===== config.mk =====
export PLATFORM = sky130hd
export DESIGN_NAME = order_feed_sequencer
export DESIGN_NICKNAME = d
export VERILOG_FILES = /design/src/rtl/order_feed_sequencer.sv
export SDC_FILE = /design/constraint.sdc
export NUM_CORES = 1
export LEC_CHECK = 0
export BUFFER_PORTS_ARGS = -buffer_cell sky130_fd_sc_hd__buf_2
export CAP_MARGIN = 10
export CORE_MARGIN = 2
export CORE_UTILIZATION = 55
export DETAILED_ROUTE_END_ITERATION = 10
export HOLD_SLACK_MARGIN = 0.06
export PLACE_DENSITY = 0.72
export SYNTH_ARGS = -nofsm -noshare
export SYNTH_HDL_FRONTEND = slang
export SYNTH_SLANG_ARGS = --single-unit
export TNS_END_PERCENT = 5

===== constraint.sdc =====
create_clock -name i_clk -period 18 [get_ports i_clk]
set_clock_uncertainty 0.15 [all_clocks]
set_input_delay 0.9 -clock i_clk [delete_from_list [all_inputs] [get_ports i_clk]]
set_output_delay 0.9 -clock i_clk [all_outputs]
set_load 0.03 [all_outputs]

===== src/rtl/order_feed_sequencer.sv =====
// order_feed_sequencer
// Assembles 11-byte big-endian order messages from a byte feed. Valid messages
// are buffered in a FIFO. The block then issues each one as a single-cycle
// order strobe to the book, and waits for the book's busy flag between issues.
// Optional feature: define ORDER_FEED_DROP_CNT_EN to enable the saturating
// malformed-message counter. When it is undefined, o_drop_count is tied to 0.
module order_feed_sequencer #(
  parameter  int FIFO_DEPTH = 8,
  localparam int CW         = $clog2(FIFO_DEPTH) + 1
) (
  input  logic          i_clk,
  input  logic          i_reset_n,
  input  logic [7:0]    i_rx_data,
  input  logic          i_rx_valid,
  input  logic          i_rx_sof,
  output logic          o_rx_ready,
  input  logic          i_book_is_busy,
  output logic          o_order_valid,
  output logic [1:0]    o_stock_id,
  output logic [1:0]    o_order_type,
  output logic [15:0]   o_quantity,
  output logic [31:0]   o_price,
  output logic [31:0]   o_order_id,
  output logic [CW-1:0] o_fifo_count,
  output logic [15:0]   o_drop_count
);

  localparam int AW = $clog2(FIFO_DEPTH);
  localparam int EW = 84;  // {type, stock, qty, price, id}

  typedef enum logic [1:0] {
    ST_IDLE = 2'd0,
    ST_GAP  = 2'd1,
    ST_HOLD = 2'd2
  } state_t;

  // Header rule: upper nibble clear and order type 3 reserved.
  function automatic logic hdr_ok(input logic [7:0] hdr);
    return (hdr[7:4] == 4'd0) && (hdr[3:2] != 2'd3);
  endfunction

  logic [3:0]    byte_idx_r;
  logic [79:0]   shift_r;
  logic [87:0]   msg_s;
  logic          accept_s;
  logic          msg_done_s;
  logic          push_s;
  logic          pop_s;
  state_t        state_r;
  state_t        state_next_s;
  logic [AW-1:0] wr_ptr_r;
  logic [AW-1:0] rd_ptr_r;
  logic [CW-1:0] count_r;
  logic [EW-1:0] mem_r [FIFO_DEPTH];
  logic [EW-1:0] head_s;

  assign o_rx_ready   = (count_r != CW'(FIFO_DEPTH));
  assign o_fifo_count = count_r;
  assign accept_s     = i_rx_valid & o_rx_ready;
  // A non-SOF byte at index 10 is the last byte of an open message.
  assign msg_done_s   = accept_s & ~i_rx_sof & (byte_idx_r == 4'd10);
  assign msg_s        = {shift_r, i_rx_data};
  assign push_s       = msg_done_s & hdr_ok(msg_s[87:80]);
  assign head_s       = mem_r[rd_ptr_r];

  // Byte assembler: SOF restarts at index 1 after byte 0; idle non-SOF bytes are ignored.
  always_ff @(posedge i_clk or negedge i_reset_n) begin
    if (!i_reset_n) begin
      byte_idx_r <= 4'd0;
      shift_r    <= 80'd0;
    end else if (accept_s) begin
      if (i_rx_sof) begin
        byte_idx_r <= 4'd1;
        shift_r    <= {72'd0, i_rx_data};
      end else if (byte_idx_r == 4'd10) begin
        byte_idx_r <= 4'd0;
      end else if (byte_idx_r != 4'd0) begin
        byte_idx_r <= byte_idx_r + 4'd1;
        shift_r    <= {shift_r[71:0], i_rx_data};
      end
    end
  end

  // FIFO storage: the payload needs no reset because occupancy is tracked separately.
  always_ff @(posedge i_clk) begin
    if (push_s) begin
      mem_r[wr_ptr_r] <= msg_s[EW-1:0];
    end
  end

  // FIFO pointers and occupancy; a simultaneous push and pop leave the count unchanged.
  always_ff @(posedge i_clk or negedge i_reset_n) begin
    if (!i_reset_n) begin
      wr_ptr_r <= {AW{1'b0}};
      rd_ptr_r <= {AW{1'b0}};
      count_r  <= {CW{1'b0}};
    end else begin
      if (push_s) begin
        wr_ptr_r <= wr_ptr_r + AW'(1);
      end
      if (pop_s) begin
        rd_ptr_r <= rd_ptr_r + AW'(1);
      end
      case ({push_s, pop_s})
        2'b10:   count_r <= count_r + CW'(1);
        2'b01:   count_r <= count_r - CW'(1);
        default: count_r <= count_r;
      endcase
    end
  end

  // Drain FSM state register.
  always_ff @(posedge i_clk or negedge i_reset_n) begin
    if (!i_reset_n) begin
      state_r <= ST_IDLE;
    end else begin
      state_r <= state_next_s;
    end
  end

  // Drain FSM next state: issue from IDLE, then spend GAP and HOLD so busy can rise.
  always_comb begin
    state_next_s = state_r;
    pop_s        = 1'b0;
    case (state_r)
      ST_IDLE: begin
        if ((count_r != {CW{1'b0}}) && !i_book_is_busy) begin
          pop_s        = 1'b1;
          state_next_s = ST_GAP;
        end else begin
          state_next_s = ST_IDLE;
        end
      end
      ST_GAP:  state_next_s = ST_HOLD;
      ST_HOLD: state_next_s = ST_IDLE;
      default: state_next_s = ST_IDLE;
    endcase
  end

  // Output field registers: load from the FIFO head on issue and hold otherwise.
  always_ff @(posedge i_clk or negedge i_reset_n) begin
    if (!i_reset_n) begin
      o_order_valid <= 1'b0;
      o_order_type  <= 2'd0;
      o_stock_id    <= 2'd0;
      o_quantity    <= 16'd0;
      o_price       <= 32'd0;
      o_order_id    <= 32'd0;
    end else begin
      o_order_valid <= pop_s;
      if (pop_s) begin
        o_order_type <= head_s[83:82];
        o_stock_id   <= head_s[81:80];
        o_quantity   <= head_s[79:64];
        o_price      <= head_s[63:32];
        o_order_id   <= head_s[31:0];
      end
    end
  end

`ifdef ORDER_FEED_DROP_CNT_EN
  logic        drop_s;
  logic [15:0] drop_cnt_r;

  assign drop_s       = msg_done_s & ~hdr_ok(msg_s[87:80]);
  assign o_drop_count = drop_cnt_r;

  // Saturating count of malformed messages.
  always_ff @(posedge i_clk or negedge i_reset_n) begin
    if (!i_reset_n) begin
      drop_cnt_r <= 16'd0;
    end else if (drop_s && (drop_cnt_r != 16'hFFFF)) begin
      drop_cnt_r <= drop_cnt_r + 16'd1;
    end
  end
`else
  assign o_drop_count = 16'd0;
`endif

endmodule

# Word level (Yosys, flattened, before mapping)
# Memories as Yosys holds them, arrays and structs flattened. A register that Yosys moved wholly into a read port is not among the register bits.
# Cells that the tools add are included.
[totals]
ff_bits = 97
mem_bits_rw = 672
inputBits = 13
out_inout_bits = 106
wordCells = 51
mem_count = 1
[classes]
n_addsub = 5
eq_ne = 7
mux = 13
bitwise = 5
n_reduce_logical = 13
[mem_list]
columns = ["memory", "depth", "width", "rd", "rd_clocked_by_memory_dff", "wr", "line", "text"]
rows = [
  ["mem_r", 8, 84, 1, 1, 1, "54", "logic [EW-1:0] mem_r [FIFO_DEPTH];"],
]
[op_table]
columns = ["op", "n"]
rows = [
  ["$mux 80", 3],
  ["$mux 4", 3],
  ["$add 4x1->4 const B", 2],
  ["$pmux 4 s2", 1],
  ["$reduce_bool 4->1", 2],
  ["$add 3x1->3 const B", 2],
  ["$mux 1", 5],
  ["$and 1x1->1", 4],
  ["$eq 2x1->1 const B", 2],
  ["$eq 4x4->1 const B", 1],
  ["$logic_not 4->1", 1],
  ["$ne 2x2->1 const B", 2],
  ["$ne 4x4->1 const B", 1],
  ["$pmux 2 s2", 1],
  ["$reduce_bool 2->1", 2],
  ["$sub 4x1->4 const B", 1],
  ["$reduce_and 3->1", 1],
  ["$reduce_bool 3->1", 1],
  ["$eq 2x2->1 const B", 1],
  ["$logic_and 1x1->1", 2],
  ["$logic_not 1->1", 2],
  ["$logic_not 2->1", 1],
  ["$reduce_and 2->1", 1],
  ["$not 1->1", 1],
]

# Longest topological paths before layout
# Gate-level depths: netlist (run 1).
[logic_depth]
depth_word = 7
depth_mapped = 12
ltp_nobuf = 12

# Worst setup path before layout (run 1)
# OpenSTA, ideal clock, no wires.
[synth_path]
path_type = "register to register"
start = "register count_r[0], in the netlist o_fifo_count[0]"
end = "memory mem_r[4][0], enable pin"
setup_time_ns = 0.733
arrival_ns = 9.283
t_required_ns = 17.117
slack_ns = 7.834
stages_incl_launch_ff = 6
path_buffers = 1
synth_period_minus_slack_ns = 10.166
path_cell_list = "dfrtp_1 -> or4b_4 -> and2_1 -> buf_6 -> nand3_1 -> nor4_1"
[synth_via]
elab_chain_len = 7
[synth_lines]
columns = ["element", "line", "text"]
rows = [
  ["start, declared", "53", "logic [CW-1:0] count_r;"],
  ["start signal, assigned", "96", "count_r <= {CW{1'b0}};"],
  ["start signal, assigned", "105", "2'b10: count_r <= count_r + CW'(1);"],
  ["start signal, assigned", "106", "2'b01: count_r <= count_r - CW'(1);"],
  ["$ne 4x4->1", "57", "assign o_rx_ready = (count_r != CW'(FIFO_DEPTH));"],
  ["net o_rx_ready", "16", "output logic o_rx_ready,"],
  ["$and 1x1->1", "59", "assign accept_s = i_rx_valid & o_rx_ready;"],
  ["$and 1x1->1 (2 in series)", "61", "assign msg_done_s = accept_s & ~i_rx_sof & (byte_idx_r == 4'd10);"],
  ["$and 1x1->1", "63", "assign push_s = msg_done_s & hdr_ok(msg_s[87:80]);"],
  ["$mux 1", "86", "if (push_s) begin"],
  ["$mux 1 (not written as such)", "87", "mem_r[wr_ptr_r] <= msg_s[EW-1:0];"],
  ["end, declared", "54", ""],
]
# The timed path passes the listed nets, and every way through them passes these cells.

==> results by group, run 1 <==
Finish
  • Nets: 1690
  • Commonest non-fill, non-tap cells in the layout: edfxtp_1, dfrtp_1, mux4_2
  • Most common cell after layout, fill and taps aside: edfxtp_1
  • Finished Layout Cells: 2503
  • Share of post-route cells with drive strength above 1: 0.258
  • Filler cells: 3887
  • Design area: 35900 um^2
  • Synth-to-layout area growth: 12.5%

Drt
  • Avg Vias per Cell: 5.99
  • Routed length per instance: between 20 and 30 um
  • Antenna-violating nets left: 0
  • Drt drc: 0
  • Vias: 15000
  • Starting DRT DRC Count: 1419
  • Initial DRT Pass Iterations: 5
  • DRT Wirelength: between 60000 and 70000 um

Global routing
  • Largest net degree at the start of global routing: 90
  • All-layer global routing usage: 0.216
  • Global route overflow: 0
  • First-pass GRT wire length: about 96000 um
  • Initial antenna violation count: 1
  • Vias in the first global route: 15500

Placement
  • Final HPWL DP: around 31000 um
  • Port Buffers: 102
  • Placed cells: 2349
  • Post-DP Area: 33200 um^2
  • Routability cong.: 0.727

CTS
  • Root Buffer: clkbuf_16
  • CTS tree: done
  • Post-CTS Setup Bufs: 0
  • Skew-Pair Late Insertion Delay: 0.63 ns
  • Clock transition at the registers of the reported paths: 0.06 ns
  • Num CTS Buffers: 83
  • PostCTS Resize Cnt: 0
  • # hold bufs at CTS: 0
  • H-tree level count: 3
  • # clock sinks: 852
  • Clock Tree Buf Depth: 3

Setup path
  • CP Launch Type: flop
  • Cell Chain, Critical Path: buf_4 -> buf_4 -> mux4_2 -> mux2i_1 -> o21ai_0
  • Worst path slowest cell: buf_4
  • WP data required: approximately 18 ns
  • Worst-path fanout max: 51
  • R2R cell count: 5
  • Setup crit end: o_quantity[8]$_DFFE_PN0P_
  • Crit path DAT: a little over 4 ns
  • Worst Setup SP: rd_ptr_r[0]$_DFFE_PN0P_
  • Crit path capture type: flop
  • R2r setup slk: 14.27 ns
  • Worst path most repeated cell: buf_4
  • Crit Path Category: flop to flop
  • Worst r2r src: rd_ptr_r[0]$_DFFE_PN0P_
  • R2r endpoint: o_quantity[8]$_DFFE_PN0P_
  • CP peak stage delay: roughly 0.92 ns

Timing
  • Hold Slack: about 0.15 ns
  • Final period utilization: 0.207
  • Final hold violation count: 0
  • RSZ-0062 raised after global routing: false
  • Tmin final: 3.73 ns
  • Final-report setup violation count: 0
  • Worst Max-Slew Pin Slew: 1.09 ns
  • Worst slew margin: 0.270
  • Fin Setup TNS: 0 ns
  • Highest clock rate: between 0.2 and 0.3 GHz
  • Max-slew violations: 0

Hold path
  • HP Class: input pin to asynchronous set/reset pin

Yosys
  • Post-Syn Instances: 1535
  • FF+latch count, synth: 852
  • Synth top area share: 0.632
  • Netlist cell types: 42
  • Synth area leader: edfxtp_1
  • Sequential element share of the synthesized area: 0.773
  • Yosys Warn Count: 0
  • Post-synth EDFFs: 672
  • Async SR Flop Fraction: 0.211
  • Synth top area cells: edfxtp_1, dfrtp_1, mux4_2, mux2i_1, a22o_1
  • Synth Flop Type: edfxtp_1
  • Syn_area_per_cell: 20.8 um^2
  • Post-synth design cell area: roughly 32000 um^2

Power
  • Leakage Power: 12.9 nW
  • PwrDens: 155 nW/um^2
  • Total power: roughly 5.6 mW
  • Max IR drop VDD: approximately 0.17 mV

Die
  • Die width: approximately 240 um
  • Die Ht: 245 um
  • I/O pin count: around 120
  • Core box area: 57600 um^2
  • Total Die Area: around 60000 um^2
  • Initial Util: 0.554
  • Rows: 88

Flow run
  • Max_cap viols: 0

Run status
  • Outcome: completed
## cell type report
class	instances	area (um^2)	share of cell area
multi-input combinational	596	6820	0.190
inverter	4	15.0	0.000418
clock buffer	111	2270	0.0633
sequential	852	24700	0.688
timing repair buffer	132	757	0.0211
tap	765	957	0.0267
antenna	1	2.50	0.0000697
clock inverter	42	397	0.0110
## cell families after synthesis
kind of cell             share of synthesized area
other                                     0.000117
XOR/XNOR                                   0.00247
adder cells (fa/ha/maj)                    0.00314
AO/OA/AOI/OAI                               0.0367
multiplexers                                 0.150
buffers and inverters                       0.0169
flip-flops                                   0.773
AND/OR/NAND/NOR                             0.0178
## per-layer routing
| metal | share of wire | global-route usage | wire (um) | vias up |
|---|---|---|---|---|
| li1 | - | - | - | 6454 |
| met1 | 0.43 | 0.318 | 26900 | 7972 |
| met2 | 0.49 | 0.344 | 30900 | 491 |
| met3 | 0.063 | 0.0329 | 3950 | 66 |
| met4 | 0.015 | 0.0588 | 934 | 0 |
| met5 | 0 | 0 | 0 | - |
## per-stage QoR
stage,util,worst slack (ns)
CTS,0.624,14.11
global route,0.624,13.85
global placement,0.577,14.19
floorplan,-,7.83
detailed placement,0.577,14.09
finish,0.624,14.27
## synth_stat cells, types with 2 or more instances
master and instances:
mux2i_1 85, and2_1 2, xnor2_1 5, xor2_1 4
mux2_4 8, buf_6 2, buf_1 7, nor2_1 4
buf_4 23, inv_1 4, o21ai_0 89, mux4_2 168
nor4b_1 2, nor4_1 6, nor3_1 7, nand2_1 91
nand3_1 3, clkbuf_1 31, buf_2 34, a22o_1 73
nand4_1 3, dfrtp_1 180, ha_1 8, nand2b_1 4
edfxtp_1 672, a21oi_1 4
## worst min-delay path by stage
| stage | startpoint | end | depth (start not counted) |
|---|---|---|---|
| 2_1_floorplan | state_r[1]$_DFF_PN0_ | state_r[1]$_DFF_PN0_ | 1 |
| 3_3_place_gp | state_r[1]$_DFF_PN0_ | state_r[1]$_DFF_PN0_ | 1 |
| 3_5_place_dp | state_r[1]$_DFF_PN0_ | state_r[1]$_DFF_PN0_ | 1 |
| 4_1_cts | i_reset_n | o_order_id[27]$_DFFE_PN0P_ | 1 |
| 5_1_grt | i_reset_n | o_order_id[27]$_DFFE_PN0P_ | 1 |
| 6_report | i_reset_n | shift_r[22]$_DFFE_PN0P_ | 1 |
## registers in the layout, summed over array words and instances, names as in the netlist
signal,count
wr_ptr_r,3
rd_ptr_r,3
o_quantity,16
o_order_id,32
o_order_type,2
state_r,2
shift_r,80
o_price,32
o_fifo_count,4
o_stock_id,2
byte_idx_r,4
mem_r,672
## where the power goes
part	switching (mW)	internal, mW
Combinational	0.748	0.573
Sequential	0.239	2.33
Clock	0.721	0.968
## worst max-delay path, delay by kind of cell (launching register included)
kind / cells / cell delay [ns]
mux: 2 / 0.79
buf+inv: 2 / 1.76
flops: 1 / 0.73
compound gates: 1 / 0.10
(Power assumes the default switching activity.)
==> run 2, diff against run 1 <==
- clock period: 18 -> 3.6 ns (I/O delays scaled with it)
==> results by group, run 2 (same netlist as run 1, synthesis figures left out) <==
Global routing
  • Initial antenna violation count: 0 (-1)
  • First-pass GRT wire length: 95300 um (-0.89%)
  • Largest net degree at the start of global routing: 171 (+90%)
  • Vias in the first global route: 15800 (+1.3%)
  • All-layer global routing usage: 0.213 (-0.00328)
  • Global route overflow: 0 (unchanged)

Setup path
  • Crit path DAT: 3.02 ns (-1.01 ns)
  • Worst-path fanout max: 76 (+49%)
  • Cell Chain, Critical Path: nor4_1 -> nand2_1 -> nor4_4 -> buf_12
  • Crit path capture type: flop
  • CP peak stage delay: 0.68 ns (-0.24 ns)
  • WP data required: 3.70 ns (-14.60 ns)
  • R2r setup slk: 0.68 ns (-13.59 ns)
  • R2r endpoint: mem_r[1][25]$_DFFE_PP_
  • R2R cell count: 4 (-1)
  • CP Launch Type: flop
  • Crit Path Category: flop to flop
  • Worst path slowest cell: nor4_1
  • Worst r2r src: shift_r[77]$_DFFE_PN0P_

CTS
  • # clock sinks: 852 (unchanged)
  • Clock transition at the registers of the reported paths: 0.06 ns (about the same)
  • Num CTS Buffers: 84 (+1.2%)
  • Skew-Pair Late Insertion Delay: 0.62 ns (about the same)
  • H-tree level count: 3 (unchanged)
  • Root Buffer: clkbuf_16
  • Clock Tree Buf Depth: 3 (unchanged)
  • CTS tree: done

Timing
  • Worst Max-Slew Pin Slew: 1.08 ns (-0.0116 ns)
  • Max-slew violations: 0 (unchanged)
  • Final-report setup violation count: 0 (unchanged)
  • Final hold violation count: 0 (unchanged)
  • Final period utilization: 0.812 (+0.605)
  • Worst slew margin: 0.275 (+0.00501)
  • Setup ws final: 0.677 ns (-13.59 ns)
  • Highest clock rate: 0.342 GHz (+28%)
  • RSZ-0062 raised after global routing: false
  • Tmin final: 2.92 ns (-0.809 ns)
  • Fin Setup TNS: 0 ns (unchanged)

Finish
  • Nets: 1715 (+1.5%)
  • Most common cell after layout, fill and taps aside: edfxtp_1
  • # diodes: 0 (-1)
  • Core Util, Final: 0.636 (+0.0123)
  • Commonest non-fill, non-tap cells in the layout: edfxtp_1, dfrtp_1, mux4_2
  • Reg with most FFs: mem_r
  • Synth-to-layout area growth: 14.7%
  • Number of flip-flops under the largest register name: 672 (unchanged)
  • Share of post-route cells with drive strength above 1: 0.268 (+0.0102)
  • Top flop regs: mem_r: 672 flops, shift_r: 80 flops

Die
  • Die Ht: 245 um (unchanged)
  • Die width: 245 um (unchanged)
  • Core box area: 57600 um^2 (unchanged)
  • I/O pin count: 119 (unchanged)
  • Rows: 88 (unchanged)
  • Total Die Area: 60000 um^2 (unchanged)
  • Initial Util: 0.554 (unchanged)

Run status
  • Outcome: completed

Placement
  • Routability cong.: 0.739 (+1.6%)
  • Port Buffers: 102 (unchanged)
  • Pre-CTS WS: 0.692 ns (-13.40 ns)
  • Final HPWL DP: 32300 um (+2.7%)

Power
  • PwrDens: 779 nW/um^2 (+400%)
  • Leakage Power: 13.2 nW (+2.2%)
  • Total power: 28.5 mW (+410%)
  • Max IR drop VDD: 0.624 mV (+260%)

Drt
  • Antenna-violating nets left: 0 (unchanged)
  • DRT Wirelength: 61300 um (-2.1%)
  • Drt drc: 0 (unchanged)
  • Vias: 15000 (+0.24%)
  • Initial DRT Pass Iterations: 5 (unchanged)
  • Starting DRT DRC Count: 1336 (-5.8%)
  • Routed length per instance: 24.2 um (-3.1%)
  • Avg Vias per Cell: 5.94 (-0.79%)

Flow run
  • Max_cap viols: 0 (unchanged)

Hold path
  • HP Class: input pin to asynchronous set/reset pin
[run 2: worst max-delay path by stage]
stage / startpoint / end / slack [ns]
CTS: byte_idx_r[0]$_DFFE_PN0P_ / mem_r[2][27]$_DFFE_PP_ / 0.69
detailed placement: byte_idx_r[0]$_DFFE_PN0P_ / mem_r[2][39]$_DFFE_PP_ / 0.69
global route: byte_idx_r[0]$_DFFE_PN0P_ / mem_r[2][27]$_DFFE_PP_ / 0.50
floorplan: o_fifo_count[3]$_DFFE_PN0P_ / mem_r[4][0]$_DFFE_PP_ / -0.97
global placement: shift_r[77]$_DFFE_PN0P_ / mem_r[1][24]$_DFFE_PP_ / 0.76
finish: shift_r[77]$_DFFE_PN0P_ / mem_r[1][25]$_DFFE_PP_ / 0.68
[run 2: area by class of cell]
| type | instances | area, um^2 |
|---|---|---|
| clock buffers | 121 | 2430 |
| clock inverters | 35 | 415 |
| fillers | 3756 | 21000 |
| inverters | 4 | 15.0 |
| multi-input cells | 596 | 6900 |
| flip-flops and latches | 852 | 24700 |
| well taps | 765 | 957 |
| repair buffers | 156 | 1210 |
[run 2: worst max-delay path, delay by kind of cell, from the launching register on]
family | cells | cell delay, ns
DFF | 1 | 0.38
buffers and inverters | 1 | 0.48
and+or+nand+nor | 3 | 1.49
[run 2: layer usage]
layer	vias up	wire (um)	part of all wire	track usage
li1	6507	-	-	-
met1	7944	25700	0.42	0.302
met2	501	30800	0.50	0.347
met3	67	3730	0.061	0.0337
met4	0	1180	0.019	0.0633
met5	-	0	0	0
[run 2: per-stage QoR]
stage	hold slack, ns	cell area (um^2)	std cells
2_1_floorplan	-0.266	32100	1550
3_3_place_gp	0.129	33600	2360
3_5_place_dp	0.145	33600	2360
4_1_cts	0.0601	36600	2529
5_1_grt	0.0979	36600	2529
6_report	0.0331	36600	2529
[run 2: report_power, final]
part	total, mW	internal [mW]	switching [mW]
Combinational	7.02	3.04	3.98
Sequential	12.7	11.6	1.02
Clock	8.85	5.30	3.55
[run 2: what timing repair did]
action | CTS | global route
resized for setup | 0 | 0
hold endpoints to repair | 158 | 0
hold buffers | 13 | 0
endpoints found under the setup margin | 0 | 0
setup buffers | 0 | 0
